[config.mk]
export PLATFORM = sky130hd
export DESIGN_NAME = preemption_controller_flat
export DESIGN_NICKNAME = d
export VERILOG_FILES = /design/src/rtl/preemption_controller_pkg.sv /design/src/rtl/preemption_controller_if.sv /design/src/rtl/preemption_controller_quantum_timer.sv /design/src/rtl/preemption_controller.sv /design/src/flat_wrapper.sv
export SDC_FILE = /design/constraint.sdc
export NUM_CORES = 1
export LEC_CHECK = 0
export ABC_AREA = 1
export CORE_AREA = 3 3 59 61
export CTS_CLUSTER_DIAMETER = 50
export DETAILED_ROUTE_END_ITERATION = 7
export DIE_AREA = 0 0 62 64
export GPL_TIMING_DRIVEN = 0
export PLACE_DENSITY_LB_ADDON = 0.15
export SYNTH_ARGS = -nofsm -noshare
export SYNTH_HDL_FRONTEND = slang
export SYNTH_SLANG_ARGS = --single-unit
[constraint.sdc]
create_clock -name clock -period 4.05 [get_ports clock]
set_clock_uncertainty 0.2 [all_clocks]
set_input_delay 0.405 -clock clock [delete_from_list [all_inputs] [get_ports clock]]
set_output_delay 0.405 -clock clock [all_outputs]
set_load 0.01 [all_outputs]
[src/rtl/preemption_controller_pkg.sv]
// Shared definitions for the preemption controller slice.
// Holds the FSM state encoding, the trap-cause codes reported on
// trap_cause, and the IO field encodings that the control unit also decodes.
// Optional feature macro used by this slice: PREEMPT_STATS_EN.
package preemption_controller_pkg;

    typedef enum logic [1:0] {
        ST_RUN     = 2'd0,
        ST_IO_WAIT = 2'd1,
        ST_HALTED  = 2'd2
    } state_e;

    localparam logic [1:0] TRAP_NONE     = 2'b00;
    localparam logic [1:0] TRAP_QUANTUM  = 2'b01;
    localparam logic [1:0] TRAP_FINALIZE = 2'b10;

    localparam logic [1:0] IO_IN  = 2'b10;
    localparam logic [1:0] IO_OUT = 2'b01;

    // Saturating increment for 16-bit event counters
    function automatic logic [15:0] sat_inc16(input logic [15:0] value);
        return (value == 16'hFFFF) ? value : value + 16'd1;
    endfunction

endpackage

[src/rtl/preemption_controller_if.sv]
// Bundle between the control unit and the preemption controller.
// Control-unit side (master) drives the decoded system strobes HLT, Finalize,
// PreempON, PreempOFF, IO[1:0] and the user io_ack; the controller (slave)
// returns stall, in_strobe, out_valid, trap, trap_cause[1:0],
// preempt_active and halted.
// With PREEMPT_STATS_EN defined the bundle also carries switch_count[15:0].
interface preemption_controller_if;
    import preemption_controller_pkg::*;

    logic       HLT;
    logic       Finalize;
    logic       PreempON;
    logic       PreempOFF;
    logic [1:0] IO;
    logic       io_ack;

    logic       stall;
    logic       in_strobe;
    logic       out_valid;
    logic       trap;
    logic [1:0] trap_cause;
    logic       preempt_active;
    logic       halted;
`ifdef PREEMPT_STATS_EN
    logic [15:0] switch_count;
`endif

    modport master (
        output HLT, Finalize, PreempON, PreempOFF, IO, io_ack,
        input  stall, in_strobe, out_valid, trap, trap_cause, preempt_active, halted
`ifdef PREEMPT_STATS_EN
        , input switch_count
`endif
    );

    modport slave (
        input  HLT, Finalize, PreempON, PreempOFF, IO, io_ack,
        output stall, in_strobe, out_valid, trap, trap_cause, preempt_active, halted
`ifdef PREEMPT_STATS_EN
        , output switch_count
`endif
    );

endinterface

[src/rtl/preemption_controller_quantum_timer.sv]
// Preemption quantum counter.
// Ports: clock, reset (async, active-high), count_en (advance one step),
// clear (return to 0, wins over count_en), expired (counter sits at QUANTUM-1).
// The counter never wraps on its own: it parks at QUANTUM-1 until the owner
// actually takes the quantum trap and clears it, so a deferred expiry is
// not lost.
module quantum_timer
    import preemption_controller_pkg::*;
#(
    parameter int QUANTUM = 64,
    parameter int CNT_W   = 8
) (
    input  logic clock,
    input  logic reset,
    input  logic count_en,
    input  logic clear,
    output logic expired
);

    localparam logic [CNT_W-1:0] LAST = CNT_W'(QUANTUM - 1);

    logic [CNT_W-1:0] cnt_d;
    logic [CNT_W-1:0] cnt_q;

    assign expired = (cnt_q == LAST);

    // Next count: clear beats counting, and counting stops at LAST
    always_comb begin
        cnt_d = cnt_q;
        if (clear) begin
            cnt_d = '0;
        end else if (count_en && !expired) begin
            cnt_d = cnt_q + CNT_W'(1);
        end
    end

    // Counter register
    always_ff @(posedge clock or posedge reset) begin
        if (reset) begin
            cnt_q <= '0;
        end else begin
            cnt_q <= cnt_d;
        end
    end

endmodule

[src/rtl/preemption_controller.sv]
// Preemption controller: turns the control unit's system strobes into PC
// stall, IO handshake pulses and OS traps, and owns the quantum timer.
// Ports: clock, reset (async, active-high), bus (preemption_controller_if.slave)
// carrying HLT/Finalize/PreempON/PreempOFF/IO/io_ack in and
// stall/in_strobe/out_valid/trap/trap_cause/preempt_active/halted out.
// Optional macro PREEMPT_STATS_EN adds bus.switch_count, a saturating count
// of quantum traps.
module preemption_controller
    import preemption_controller_pkg::*;
#(
    parameter int QUANTUM = 64,
    parameter int CNT_W   = 8
) (
    input  logic clock,
    input  logic reset,
    preemption_controller_if.slave bus
);

    state_e     state_d, state_q;
    logic       preempt_en_d, preempt_en_q;
    logic       ack_used_d, ack_used_q;
    logic       stall_d, stall_q;
    logic       in_strobe_d, in_strobe_q;
    logic       out_valid_d, out_valid_q;
    logic       trap_d, trap_q;
    logic [1:0] trap_cause_d, trap_cause_q;
    logic       halted_d, halted_q;
`ifdef PREEMPT_STATS_EN
    logic [15:0] switch_count_d, switch_count_q;
`endif

    logic timer_en;
    logic timer_clear;
    logic timer_expired;

    quantum_timer #(
        .QUANTUM (QUANTUM),
        .CNT_W   (CNT_W)
    ) u_quantum_timer (
        .clock    (clock),
        .reset    (reset),
        .count_en (timer_en),
        .clear    (timer_clear),
        .expired  (timer_expired)
    );

    // Next-state and next-output decode. In RUN the events are taken in
    // strict priority; losers are dropped except quantum expiry, which stays
    // pending because the timer parks at QUANTUM-1.
    // ack_used remembers that the current io_ack level already satisfied an
    // IN, so a held io_ack cannot complete a second IN until it drops.
    always_comb begin
        state_d      = state_q;
        preempt_en_d = preempt_en_q;
        ack_used_d   = bus.io_ack ? ack_used_q : 1'b0;
        stall_d      = stall_q;
        in_strobe_d  = 1'b0;
        out_valid_d  = 1'b0;
        trap_d       = 1'b0;
        trap_cause_d = TRAP_NONE;
        halted_d     = halted_q;
        timer_en     = 1'b0;
        timer_clear  = 1'b0;
`ifdef PREEMPT_STATS_EN
        switch_count_d = switch_count_q;
`endif
        case (state_q)
            ST_RUN: begin
                if (bus.HLT) begin
                    state_d  = ST_HALTED;
                    stall_d  = 1'b1;
                    halted_d = 1'b1;
                end else if (bus.Finalize) begin
                    trap_d       = 1'b1;
                    trap_cause_d = TRAP_FINALIZE;
                    timer_clear  = 1'b1;
                end else if (bus.IO == IO_IN) begin
                    state_d = ST_IO_WAIT;
                    stall_d = 1'b1;
                end else if (bus.IO == IO_OUT) begin
                    out_valid_d = 1'b1;
                end else if (preempt_en_q && timer_expired) begin
                    trap_d       = 1'b1;
                    trap_cause_d = TRAP_QUANTUM;
                    timer_clear  = 1'b1;
`ifdef PREEMPT_STATS_EN
                    switch_count_d = sat_inc16(switch_count_q);
`endif
                end
                // The quantum only advances on cycles that keep running user code
                timer_en = preempt_en_q && !stall_d && !trap_d;
                // Every trap hands control to the OS with preemption off
                if (trap_d) begin
                    preempt_en_d = 1'b0;
                end else if (bus.PreempOFF) begin
                    preempt_en_d = 1'b0;
                end else if (bus.PreempON) begin
                    preempt_en_d = 1'b1;
                end
            end
            ST_IO_WAIT: begin
                if (bus.io_ack && !ack_used_q) begin
                    state_d     = ST_RUN;
                    stall_d     = 1'b0;
                    in_strobe_d = 1'b1;
                    ack_used_d  = 1'b1;
                end
            end
            ST_HALTED: begin
            end
            default: begin
                state_d = ST_RUN;
            end
        endcase
    end

    // State and registered outputs
    always_ff @(posedge clock or posedge reset) begin
        if (reset) begin
            state_q      <= ST_RUN;
            preempt_en_q <= 1'b0;
            ack_used_q   <= 1'b0;
            stall_q      <= 1'b0;
            in_strobe_q  <= 1'b0;
            out_valid_q  <= 1'b0;
            trap_q       <= 1'b0;
            trap_cause_q <= TRAP_NONE;
            halted_q     <= 1'b0;
`ifdef PREEMPT_STATS_EN
            switch_count_q <= 16'd0;
`endif
        end else begin
            state_q      <= state_d;
            preempt_en_q <= preempt_en_d;
            ack_used_q   <= ack_used_d;
            stall_q      <= stall_d;
            in_strobe_q  <= in_strobe_d;
            out_valid_q  <= out_valid_d;
            trap_q       <= trap_d;
            trap_cause_q <= trap_cause_d;
            halted_q     <= halted_d;
`ifdef PREEMPT_STATS_EN
            switch_count_q <= switch_count_d;
`endif
        end
    end

    assign bus.stall          = stall_q;
    assign bus.in_strobe      = in_strobe_q;
    assign bus.out_valid      = out_valid_q;
    assign bus.trap           = trap_q;
    assign bus.trap_cause     = trap_cause_q;
    assign bus.preempt_active = preempt_en_q;
    assign bus.halted         = halted_q;
`ifdef PREEMPT_STATS_EN
    assign bus.switch_count   = switch_count_q;
`endif

endmodule

[src/flat_wrapper.sv]
// flat-port wrapper written by rule: the top's interface ports become plain ports
module preemption_controller_flat import preemption_controller_pkg::*;
#(
    parameter int QUANTUM = 64,
    parameter int CNT_W   = 8
)
  (clock, reset, bus_HLT, bus_Finalize, bus_PreempON, bus_PreempOFF, bus_IO, bus_io_ack, bus_stall, bus_in_strobe, bus_out_valid, bus_trap, bus_trap_cause, bus_preempt_active, bus_halted);
  preemption_controller_if bus_i ();
  input  logic clock;
  input  logic reset;
  input wire logic [$bits(bus_i.HLT)-1:0] bus_HLT;
  input wire logic [$bits(bus_i.Finalize)-1:0] bus_Finalize;
  input wire logic [$bits(bus_i.PreempON)-1:0] bus_PreempON;
  input wire logic [$bits(bus_i.PreempOFF)-1:0] bus_PreempOFF;
  input wire logic [$bits(bus_i.IO)-1:0] bus_IO;
  input wire logic [$bits(bus_i.io_ack)-1:0] bus_io_ack;
  output wire logic [$bits(bus_i.stall)-1:0] bus_stall;
  output wire logic [$bits(bus_i.in_strobe)-1:0] bus_in_strobe;
  output wire logic [$bits(bus_i.out_valid)-1:0] bus_out_valid;
  output wire logic [$bits(bus_i.trap)-1:0] bus_trap;
  output wire logic [$bits(bus_i.trap_cause)-1:0] bus_trap_cause;
  output wire logic [$bits(bus_i.preempt_active)-1:0] bus_preempt_active;
  output wire logic [$bits(bus_i.halted)-1:0] bus_halted;
  assign bus_i.HLT = bus_HLT;
  assign bus_i.Finalize = bus_Finalize;
  assign bus_i.PreempON = bus_PreempON;
  assign bus_i.PreempOFF = bus_PreempOFF;
  assign bus_i.IO = bus_IO;
  assign bus_i.io_ack = bus_io_ack;
  assign bus_stall = bus_i.stall;
  assign bus_in_strobe = bus_i.in_strobe;
  assign bus_out_valid = bus_i.out_valid;
  assign bus_trap = bus_i.trap;
  assign bus_trap_cause = bus_i.trap_cause;
  assign bus_preempt_active = bus_i.preempt_active;
  assign bus_halted = bus_i.halted;
  preemption_controller #(.QUANTUM(QUANTUM), .CNT_W(CNT_W)) u_core (.clock(clock), .reset(reset), .bus(bus_i));
endmodule
# Word level (Yosys, flattened, before mapping)
# Cells that the tools add are included.
op_classes:
  n_mux: 41
  reduce_logical: 17
  n_shift: 0
  addsub: 1
  magnitude_cmp: 0
  n_eq_ne: 8
  multipliers: 0
  div: 0
  n_bitwise: 1
ops:
  columns: ["cell", "n"]
  rows:
  - ["2-to-1 mux 1 bit", 28]
  - ["2-to-1 mux 2 bit", 9]
  - ["2-to-1 mux 8 bit", 2]
  - ["adder 8 x 1 -> 8 bit, second input constant", 1]
  - ["equality test 8 x 6 -> 1 bit, second input constant", 1]
  - ["one-hot mux 2 bit (3 select lines)", 1]
  - ["AND reduction 2 bit", 3]
  - ["logical AND 1 bit", 5]
  - ["equality test 2 x 1 -> 1 bit, second input constant", 2]
  - ["equality test 2 bit, second input constant", 2]
  - ["logical NOT 1 bit", 4]
  - ["AND reduction 4 bit", 1]
  - ["nonzero test 2 bit", 2]
  - ["inequality test 3 x 2 -> 1 bit, second input constant", 1]
  - ["inequality test 3 bit, second input constant", 1]
  - ["nonzero test 3 bit", 1]
  - ["logical NOT 2 bit", 1]
  - ["inequality test 2 x 1 -> 1 bit, second input constant", 1]
  - ["one-hot mux 1 bit (2 select lines)", 1]
  - ["NOT 1 bit", 1]
word_totals:
  latchBits: 0
  elab_cells: 78
  memories: 0
  ram_bits: 0
  output_inout_bits: 8
  rom_bits: 0
  input_bits: 9
  ff_bits: 19

# Depth between registers and ports, before layout
# Gate-level depths: netlist (run 1).
depth:
  ltp_word: 14
  ltp_mapped: 9
  mapped_depth_nobuf: 9

# By module
# From an unflattened synthesis (run 1), not the netlist that was laid out.
unflattened:
  hier_cells: 130
  area_unflattened_um2: 1051.0
modules_own_cells:
  columns: ["module", "seq_area_each_um2", "n_inst", "area_per_inst_um2", "cells_per_inst"]
  rows:
  - ["preemption_controller", 275.3, 1, 541.8, 60]
  - ["quantum_timer", 200.2, 1, 509.2, 70]

# Least setup slack after synthesis (run 1)
# OpenSTA, ideal clock, no wires.
synth_timing:
  path_kind: "register to register"
  startpoint: "register u_core.u_quantum_timer.cnt_q[0]"
  endpoint: "register u_core.u_quantum_timer.cnt_q[4]"
  required_ps: 3737
  path_stages_with_launch: 9
  arrival_time_ps: 1240
  setup_slack_ps: 2497
  setup_time_ps: 113
  synth_period_minus_slack_ps: 1553
  path_buffers: 1
  path_cell_list: "dfrtp_1 > ha_1 > nand3_1 > nor2_4 > nor2_4 > buf_6 > nand3_1 > nand2_1 > nor2_2"
synth_between:
  elab_chain_len: 13
  word_cells_on_any_way: 18
  cone_classes: "add/sub (1); eq/ne (1); mux (10); reduce/logical (6)"
synth_lines:
  columns: ["item", "line", "rtl"]
  rows:
  - ["from (decl)", "preemption_controller_quantum_timer.sv:23", "logic [CNT_W-1:0] cnt_q;"]
  - ["from (signal assigned)", "preemption_controller_quantum_timer.sv:42", "cnt_q <= cnt_d;"]
  - ["equality test 8 x 6 -> 1 bit", "preemption_controller_quantum_timer.sv:25", "assign expired = (cnt_q == LAST);"]
  - ["logical AND 1 bit", "preemption_controller.sv:82", "end else if (preempt_en_q && timer_expired) begin"]
  - ["2-to-1 mux 1 bit", "preemption_controller.sv:82", null]
  - ["2-to-1 mux 1 bit", "preemption_controller.sv:80", "end else if (bus.IO == IO_OUT) begin"]
  - ["2-to-1 mux 1 bit", "preemption_controller.sv:77", "end else if (bus.IO == IO_IN) begin"]
  - ["2-to-1 mux 1 bit", "preemption_controller.sv:73", "end else if (bus.Finalize) begin"]
  - ["2-to-1 mux 1 bit", "preemption_controller.sv:69", "if (bus.HLT) begin"]
  - ["2-to-1 mux 1 bit", "preemption_controller.sv:67", "case (state_q)"]
  - ["logical NOT 1 bit", "preemption_controller.sv:91", "timer_en = preempt_en_q && !stall_d && !trap_d;"]
  - ["logical AND 1 bit", "preemption_controller.sv:91", null]
  - ["2-to-1 mux 1 bit", "preemption_controller.sv:67", null]
  - ["logical AND 1 bit", "preemption_controller_quantum_timer.sv:32", "end else if (count_en && !expired) begin"]
  - ["nonzero test 2 bit (no source line)", null, null]
# Several ways; a longest one is shown, not always the timed one. The select of a mux whose other input is x is not followed.
# A chain may end at the register's enable or synchronous reset.

# Worst setup path after layout (run 1)
layout_timing:
  startpoint: "register u_core.preempt_en_q (netlist: u_core.bus.preempt_active)"
  endpoint: "output port bus_preempt_active"
layout_rtl:
  columns: ["item", "line", "rtl"]
  rows:
  - ["from (decl)", "preemption_controller.sv:20", "logic preempt_en_d, preempt_en_q;"]
  - ["from (signal assigned)", "preemption_controller.sv:134", "preempt_en_q <= preempt_en_d;"]
  - ["to (decl)", "flat_wrapper.sv:22", "output wire logic [$bits(bus_i.preempt_active)-1:0] bus_preempt_active;"]
# No word-level cell between the ends.

==> results of run 1 <==
cells by family after synthesis:
| kind of cell | after synthesis | synth area share |
|---|---|---|
| simple gates | 69 | 0.340 |
| buf+inv | 21 | 0.0881 |
| fa+ha+maj | 1 | 0.0128 |
| flops | 19 | 0.485 |
| compound gates | 12 | 0.0741 |
cells in the final DEF, fill, tap and decap left out, drive strengths merged:
cell type      Yosys  layout
o21ai              3       3
nand4              2       2
inv               20      20
nor3               2       2
a21oi              7       7
o21bai             1       1
clkbuf             0       4
buf                1       1
nand3             13      13
nand2             27      27
nor2              24      24
dfrtp             19      19
o21a               1       1
clkdlybuf4s50      0      16
ha                 1       1
nor4               1       1
worst min path at each step:
stage	startpoint	end	slack [ns]	cells past startpoint
after floorplan	reset	u_core.ack_used_q	0.16	1
after global placement	u_core.bus.halted	u_core.bus.halted	0.26	1
after detailed placement	u_core.bus.halted	u_core.bus.halted	0.27	1
after CTS	u_core.state_q[0]	u_core.state_q[1]	0.30	1
after global routing	u_core.state_q[0]	u_core.state_q[1]	0.32	1
final	u_core.bus.halted	u_core.bus.halted	0.30	1
layout make-up:
| cell class | instances | area (um2) | share of cell area |
|---|---|---|---|
| Sequential cell | 19 | 475 | 0.389 |
| Buffer | 1 | 11.3 | 0.00922 |
| Clock buffer | 4 | 26.3 | 0.0215 |
| Inverter | 20 | 75.1 | 0.0615 |
| Timing Repair Buffer | 16 | 160 | 0.131 |
| Tap cell | 44 | 55.1 | 0.0451 |
| Multi-Input combinational cell | 82 | 418 | 0.342 |
per-stage QoR:
step / power, mW / area [um2]
2_1_floorplan: 0.205 / 980
3_3_place_gp: 0.218 / 1190
3_5_place_dp: 0.218 / 1190
4_1_cts: 0.321 / 1220
5_1_grt: 0.332 / 1220
6_report: 0.313 / 1220
metal layers:
| metal | track usage | up-vias |
|---|---|---|
| li1 | - | 424 |
| met1 | 0.163 | 388 |
| met2 | 0.170 | 11 |
| met3 | 0.0242 | 2 |
| met4 | 0.0398 | 0 |
| met5 | 0 | - |
report_power, final:
| part | switching, mW | total, mW | internal, mW |
|---|---|---|---|
| Combinational | 0.0113 | 0.0214 | 0.0101 |
| Sequential | 0.00138 | 0.193 | 0.191 |
| Clock | 0.0611 | 0.0993 | 0.0383 |
==> summary.txt, run 1 <==
STA
  – Min Hold Slack: 0.297 ns
  – Max Slew Vio Count: 0
  – Slew HR: 0.501
  – Fin. Hold Viols: 0
  – Period minus WS final: between 1.5 and 2 ns
  – Fmax achieved: 538 MHz
  – Worst-margin pin slew: 0.747 ns
  – Worst Slack Setup Final: 2.19 ns
  – Tcrit/Tclk final: 0.459
  – Fin Setup TNS: 0 ns
  – Final setup fails: 0
  – RSZ-0062 raised after global routing: false

Critical path
  – Critical R2R Launch: u_core.u_quantum_timer.cnt_q[0]
  – Worst R2R Path Depth: 8
  – CP Max Fanout: 4
  – WP buf/inv: 1
  – CP max stage cell: clkdlybuf4s50_1
  – Crit-path max cell delay: roughly 0.55 ns
  – CP top delay family: buffers and inverters
  – Levels on crit path: 1
  – Crit Path Class: flip-flop to output port
  – CP Data Arrival Time: about 1.3 ns
  – CP startpoint: u_core.bus.preempt_active
  – Crit path to: bus_preempt_active
  – Critical-path cell list: clkdlybuf4s50_1
  – Required @ worst endpoint: 3.44 ns
  – CP endpoint kind: output port
  – Worst R2R Setup Slack: 2.35 ns
  – RR Endpoint: u_core.u_quantum_timer.cnt_q[4]
  – Startpoint Class: flip-flop

Logic synthesis
  – Async set-reset flop share out of synthesis: 1.00
  – Register area share after synthesis: 0.485
  – Synthesized area: a little under 1000 um2
  – #FFs+latches synth: 19
  – Count leader, synth: nand2_1
  – EDFF count, synth: 0
  – Mean post-synth cell area: 8.03 um2
  – Commonest cells in the synthesized netlist: nand2_1 (23), dfrtp_1 (19), nor2_1 (17)
  – Share of the synthesized area in the top cell type: 0.485
  – Syn nets: around 130
  – Post-synth cell types: 21
  – Leading area contributor after synthesis: dfrtp_1
  – Syn Inst Count: around 120
  – Ys flop type: dfrtp_1
  – Ys Warns: 0
  – Top cells by area, synth: dfrtp_1 (49%), nand2_1 (8.8%), nor2_1 (6.5%)

Route
  – Number of routed nets with antenna violations: 0
  – Wire per inst: 10.5 um
  – Iteration-0 DRC Markers: 20
  – Via-to-Cell Ratio: 4.44
  – Metal3 WL: 82 um
  – DR top layer: met4
  – First-pass iteration count of the detailed router: 4
  – Detailed-route via count: 825
  – DRT met1 WL: just over 1 mm
  – DRC viols: 0
  – Routed wire length: 1.95 mm
  – Routed wl met2: 836 um

Placement
  – Final GP Congestion: 0.712
  – Dpl cells: 182
  – Hpwl dp: 1.49 mm
  – PortBufs: 16
  – Pre-CTS setup slack: 2.05 ns

Hold path
  – Hold Crit Class: flip-flop to flip-flop

Final layout
  – Filler cell count: 319
  – Biggest register: u_core.u_quantum_timer.cnt_q
  – Max reg flops: 8
  – Final core occ: 0.403
  – Finished Layout Cells: 186
  – Synth-to-layout area growth: 24.6%
  – Share of layout cells above drive strength 1: 0.162
  – Antenna Cells: 0
  – Nets: between 150 and 200

CTS
  – Hold-fix buffers at CTS: 0
  – Root buffer cell: clkbuf_4
  – Htree depth: 1
  – Post_cts resized: 0
  – Clk_lat worst skew: 0.29 ns
  – CTS tree: yes
  – Post-CTS setup buffer count: 0
  – Number of buffers created by CTS: 3
  – Clock-pin slew on the worst setup and hold paths: 0.11 ns
  – Clock sink total: 19
  – Maximum clock path buffer count: 2

GRT
  – Total gr overflow: 0
  – Largest net degree at the start of global routing: 20
  – Global-route wire length before repair: approximately 3.5 mm
  – Initial antenna violation count: 0
  – Aggregate global-route resource usage: 0.115
  – Vias in the first global route: 788

Power and ir drop
  – Max VDD drop: about 0.10 mV
  – Pwr dens: 257 nW/um2
  – Leak Pwr: 0.584 nW

Die
  – Die ar.: 3970 um2
  – Core area: 3030 um2
  – Site Rows: 20
  – Die Y: ~64 um
  – Initial Util: 0.324
  – I/O pins: 17
  – Die Span X: 62 um

Status
  – Status: finished, final reports clean

Run
  – Max cap viols: 0
Power figures use the tool's default switching activity.
==> run 2: changes to the inputs <==
Clock period 4.05 ns to 1.7 ns, I/O delays scaled along.
==> run 2 against run 1 <==
  * Final area grew 1.6%
  * Largest power group unchanged
  * Register-to-register slack got worse by 2.3 ns
  * Global-route usage about the same
==> summary.txt, run 2 (same netlist as run 1, synthesis figures left out) <==
Critical path
  – Required @ worst endpoint: 1.33 ns
  – Worst R2R Setup Slack: 0.10 ns
  – Crit-path max cell delay: 0.55 ns
  – RR Endpoint: u_core.u_quantum_timer.cnt_q[7]
  – Critical-path cell list: clkdlybuf4s50_1
  – Critical R2R Launch: u_core.u_quantum_timer.cnt_q[0]
  – CP Max Fanout: 4
  – Worst R2R Path Depth: 7
  – CP max stage cell: clkdlybuf4s50_1
  – CP Data Arrival Time: 1.25 ns
  – Startpoint Class: flip-flop
  – WP buf/inv: 1
  – CP endpoint kind: output port
  – Crit Path Class: flip-flop to output port
  – CP top delay family: buffers and inverters

CTS
  – Clock sink total: 19
  – Root buffer cell: clkbuf_4
  – Maximum clock path buffer count: 2
  – Clock-pin slew on the worst setup and hold paths: 0.11 ns
  – Clk_lat worst skew: 0.29 ns
  – Number of buffers created by CTS: 3
  – Htree depth: 1
  – Hold-fix buffers at CTS: 0
  – CTS tree: yes

Final layout
  – Share of layout cells above drive strength 1: 0.182
  – Max reg flops: 8
  – Register Area: 475 um2
  – Biggest register: u_core.u_quantum_timer.cnt_q
  – Finished Layout Cells: ~190
  – Filler cell count: 318
  – Commonest non-fill, non-tap cells in the layout: nand2_1 (23), dfrtp_1 (19), nor2_1 (17)
  – Most common cell after layout, fill and taps aside: nand2_1
  – Nets: between 150 and 200
  – Antenna Cells: 0
  – Area of the multi-input gates: between 400 and 500 um2
  – Synth-to-layout area growth: 26.7%

Die
  – Die Span X: 62 um
  – I/O pins: 17
  – Core area: 3030 um2
  – Die ar.: 3970 um2
  – Die Y: 64 um
  – Initial Util: 0.324
  – Site Rows: 20

GRT
  – Global-route wire length before repair: between 3 and 4 mm
  – Largest net degree at the start of global routing: 20
  – Initial antenna violation count: 0
  – Aggregate global-route resource usage: 0.115
  – Total gr overflow: 0
  – Vias in the first global route: 786

Hold path
  – Hold Crit Class: input port to async pin

STA
  – Fin. Hold Viols: 0
  – Worst Slack Setup Final: approximately 0.080 ns
  – Fmax achieved: roughly 620 MHz
  – Slew HR: 0.502
  – RSZ-0062 raised after global routing: true
  – Min Hold Slack: 0.0919 ns
  – Tcrit/Tclk final: 0.953
  – Period minus WS final: 1.62 ns
  – Worst-margin pin slew: between 0.7 and 0.8 ns
  – Final setup fails: 0
  – Max Slew Vio Count: 0
  – Fin Setup TNS: 0 ns

Route
  – DRC viols: 0
  – Iteration-0 DRC Markers: 13
  – Via-to-Cell Ratio: 4.42
  – First-pass iteration count of the detailed router: 2
  – Routed wire length: 1.94 mm
  – Wire per inst: 10.3 um
  – Detailed-route via count: 826
  – Number of routed nets with antenna violations: 0

Placement
  – Hpwl dp: ~1.5 mm
  – Pre-CTS setup slack: -0.0636 ns
  – PortBufs: 16
  – Dpl cells: 182
  – Final GP Congestion: 0.712

Run
  – Max cap viols: 0

Power and ir drop
  – Post-layout power: roughly 0.74 mW
  – Pwr dens: 600 nW/um2
  – Max VDD drop: 0.276 mV
  – Leak Pwr: 0.589 nW

Status
  – Status: finished, final reports clean
-- run 2: cell types whose count changed in the layout (fill, tap and decap cells not counted), sizes merged --
| cell | delta |
|---|---|
| buf | +1 |
-- run 2: per-stage QoR --
step	cell area, um2	util
after floorplan	980	-
after global placement	1190	0.395
after detailed placement	1190	0.395
after CTS	1230	0.405
after global routing	1240	0.410
final	1240	0.410
-- run 2: cell type report --
class                           instances  area share
Inverter                               20      0.0605
Sequential cell                        19       0.383
Tap cell                               44      0.0444
Buffer                                  1     0.00907
Multi-Input combinational cell         82       0.347
Timing Repair Buffer                   17       0.135
Clock buffer                            4      0.0212
-- run 2: routing by layer --
layer | share of wire | routed length (um) | global-route usage
met2 | 0.44 | 860 | 0.170
met3 | 0.042 | 82 | 0.0242
met4 | 0.011 | 21 | 0.0398
met5 | 0 | 0 | 0
met1 | 0.50 | 970 | 0.162
-- run 2: worst register-to-register path, delay by kind of cell, from the launching register on --
family	cells	cell delay [ns]
flops	1	0.41
buf+inv	1	0.14
simple gates	4	0.41
fa+ha+maj	1	0.22
compound gates	1	0.13
-- run 2: how the worst max path moves through the flow --
stage                                    startpoint                         endpoint  slack, ns  cells past startpoint
detailed placement                     bus_Finalize  u_core.u_quantum_timer.cnt_q[4]      -0.06                      9
CTS                       u_core.bus.preempt_active               bus_preempt_active       0.05                      1
floorplan           u_core.u_quantum_timer.cnt_q[0]  u_core.u_quantum_timer.cnt_q[4]       0.15                      8
global placement                       bus_Finalize  u_core.u_quantum_timer.cnt_q[4]      -0.05                      9
finish                    u_core.bus.preempt_active               bus_preempt_active       0.08                      1
global route        u_core.u_quantum_timer.cnt_q[0]  u_core.u_quantum_timer.cnt_q[7]     -0.008                      7
-- run 2: what timing repair did --
item | in CTS | in global routing
setup endpoints to repair | 1 | 9
pin swaps | 0 | 1
buffers inserted | 0 | 1
resized for setup | 1 | 2
-- run 2: power breakdown --
part / switching, mW / leakage [nW] / internal [mW]
clock: 0.143 / 0.0150 / 0.0911
sequential: 0.00322 / 0.240 / 0.455
combinational: 0.0272 / 0.334 / 0.0241
==> run 3: changes to the inputs <==
--- a/config.mk
+++ b/config.mk
@@ -7,8 +7,8 @@
 export LEC_CHECK = 0
 export ABC_AREA = 1
-export CORE_AREA = 3 3 59 61
+export CORE_AREA = 3 3 57 59
 export CTS_CLUSTER_DIAMETER = 50
 export DETAILED_ROUTE_END_ITERATION = 7
-export DIE_AREA = 0 0 62 64
+export DIE_AREA = 0 0 60 62
 export GPL_TIMING_DRIVEN = 0
 export PLACE_DENSITY_LB_ADDON = 0.15
==> constraint.sdc (replaced) <==
create_clock -name clock -period 1.7 [get_ports clock]
set_clock_uncertainty 0.2 [all_clocks]
set_input_delay 0.425 -clock clock [delete_from_list [all_inputs] [get_ports clock]]
set_output_delay 0.425 -clock clock [all_outputs]
set_load 0.01 [all_outputs]
==> run 3 against run 2 <==
  * Total power is 1.6% lower
  * Global-route usage is 1.6 points higher
  * First-iteration DRC count is 38% higher
  * Via count is 2.5% lower
  * Sequential share of layout area is 0.61 points lower
  * Register-to-register slack better by 0.02 ns
  * Final cell count is 5.3% lower
  * Maximum frequency is 0.63% higher
  * Wire length is 4.8% higher
  * Sequential power hardly changed
==> summary.txt, run 3 (same netlist as run 1, synthesis figures left out) <==
Route
  – First-pass iteration count of the detailed router: 3
  – Detailed-route via count: roughly 810
  – Via-to-Cell Ratio: 4.55
  – DRC viols: 0
  – Wire per inst: about 11 um
  – Number of routed nets with antenna violations: 0
  – Iteration-0 DRC Markers: 18
  – Routed wire length: approximately 2.0 mm

STA
  – Fmax achieved: 621 MHz
  – Tcrit/Tclk final: 0.947
  – Final setup fails: 0
  – Fin. Hold Viols: 0
  – Fin Setup TNS: 0 ns
  – Worst Slack Setup Final: 0.0900 ns
  – Worst-margin pin slew: 0.732 ns
  – Period minus WS final: about 1.6 ns
  – Max Slew Vio Count: 0
  – RSZ-0062 raised after global routing: true
  – Slew HR: 0.512
  – Min Hold Slack: 0.222 ns

GRT
  – Total gr overflow: 0
  – Largest net degree at the start of global routing: 20
  – Aggregate global-route resource usage: 0.131
  – Global-route wire length before repair: 3.62 mm
  – Vias in the first global route: 817
  – Initial antenna violation count: 0

Critical path
  – CP max stage cell: clkdlybuf4s50_1
  – Required @ worst endpoint: 1.70 ns
  – CP Max Fanout: 6
  – Worst R2R Path Depth: 9
  – WP buf/inv: 2
  – Startpoint Class: input port
  – CP top delay family: simple AND/OR/NAND/NOR gates
  – Most frequent CP cell: nand2_1
  – Worst R2R Setup Slack: 0.12 ns
  – CP endpoint kind: flip-flop
  – Critical R2R Launch: u_core.state_q[1]
  – Crit-path max cell delay: 0.46 ns
  – Crit Path Class: input port to flip-flop
  – CP Data Arrival Time: 1.61 ns
  – Critical-path cell list: clkdlybuf4s50_1 > inv_1 > nand2_1 > nand2_1 > nor2_2 > nand2_1 > nand2_1 > nand2_2 > nand2_1 > nor2_2
  – RR Endpoint: u_core.u_quantum_timer.cnt_q[7]

CTS
  – CTS tree: yes
  – Clock-pin slew on the worst setup and hold paths: 0.11 ns
  – Maximum clock path buffer count: 2
  – Hold-fix buffers at CTS: 0
  – Clk_lat worst skew: approximately 0.29 ns
  – Number of buffers created by CTS: 3
  – Clock sink total: 19
  – Htree depth: 1
  – Root buffer cell: clkbuf_4

Hold path
  – HP Start: bus_Finalize
  – Hold worst-path end: u_core.bus.trap_cause[0]
  – Hold Crit Class: input port to flip-flop
  – Hold path depth: 2

Power and ir drop
  – Post-layout power: between 0.7 and 0.8 mW
  – Max VDD drop: 0.432 mV
  – Leak Pwr: 0.646 nW
  – Pwr dens: just under 600 nW/um2

Placement
  – Hpwl dp: approximately 1.5 mm
  – Pre-CTS setup slack: -0.313 ns
  – Final GP Congestion: 0.791
  – Placed instance area: 1180 um2
  – Dpl cells: 169
  – PortBufs: 16

Final layout
  – Most common cell after layout, fill and taps aside: nand2_1
  – Final core occ: 0.457
  – Share of layout cells above drive strength 1: 0.219
  – Biggest register: u_core.u_quantum_timer.cnt_q
  – Finished Cell Area: 1260 um2
  – Finished Layout Cells: 177
  – Commonest non-fill, non-tap cells in the layout: nand2_1 (23), dfrtp_1 (19), nor2_1 (15), inv_1 (15), nand3_1 (11)
  – Antenna Cells: 0
  – Max reg flops: 8
  – Synth-to-layout area growth: 28.7%
  – Filler cell count: about 290
  – Nets: 157

Run
  – Max cap viols: 0

Die
  – Site Rows: 19
  – Core area: 2760 um2
  – Initial Util: 0.355
  – Die Span X: 60 um
  – Die Y: about 62 um
  – Die ar.: around 3700 um2
  – I/O pins: 17

Status
  – Status: finished, final reports clean
-- run 3: cell types whose count changed in the layout (fill, tap and decap cells not counted), sizes merged --
| cell | previous run | this run |
|---|---|---|
| buf | 2 | 5 |
| dlygate4sd2 | 0 | 8 |
| clkbuf | 4 | 3 |
| clkinv | 0 | 1 |
| clkdlybuf4s50 | 16 | 7 |
| dlymetal6s2s | 0 | 1 |
-- run 3: worst max-delay path by stage --
stage / start / to / slack (ns) / cells past startpoint
4_1_cts: u_core.u_quantum_timer.cnt_q[0] / u_core.u_quantum_timer.cnt_q[7] / 0.0006 / 8
6_report: bus_IO[0] / u_core.u_quantum_timer.cnt_q[4] / 0.09 / 10
5_1_grt: bus_IO[0] / u_core.u_quantum_timer.cnt_q[2] / -0.03 / 10
3_5_place_dp: bus_Finalize / u_core.u_quantum_timer.cnt_q[4] / -0.31 / 9
3_3_place_gp: bus_Finalize / u_core.u_quantum_timer.cnt_q[4] / -0.30 / 9
2_1_floorplan: u_core.u_quantum_timer.cnt_q[0] / u_core.u_quantum_timer.cnt_q[4] / 0.15 / 8
-- run 3: cell type report --
type | instances | area (um2) | area share
clock inverters | 1 | 5.00 | 0.00397
multi-input cells | 82 | 450 | 0.357
clock buffers | 3 | 22.5 | 0.0179
repair buffers | 20 | 183 | 0.145
plain buffers | 1 | 11.3 | 0.00893
inverters | 20 | 75.1 | 0.0595
well taps | 31 | 38.8 | 0.0308
flip-flops and latches | 19 | 475 | 0.377
-- run 3: layer usage --
metal	global-route usage	vias to the layer above	share of wire
met5	0	-	0
met4	0.0475	0	0.013
met3	0.0372	2	0.036
met2	0.213	12	0.45
met1	0.166	357	0.50
li1	-	434	-
-- run 3: power breakdown --
group | leakage (nW) | internal, mW | switching (mW)
clock | 0.0177 | 0.0876 | 0.135
combinational | 0.388 | 0.0231 | 0.0283
sequential | 0.240 | 0.455 | 0.00337
-- run 3: what timing repair did --
action,4_1_cts,5_1_grt
pin swaps,0,4
endpoints found under the setup margin,8,9
setup buffers,2,2
gates cloned,0,0
gates resized for setup,8,8
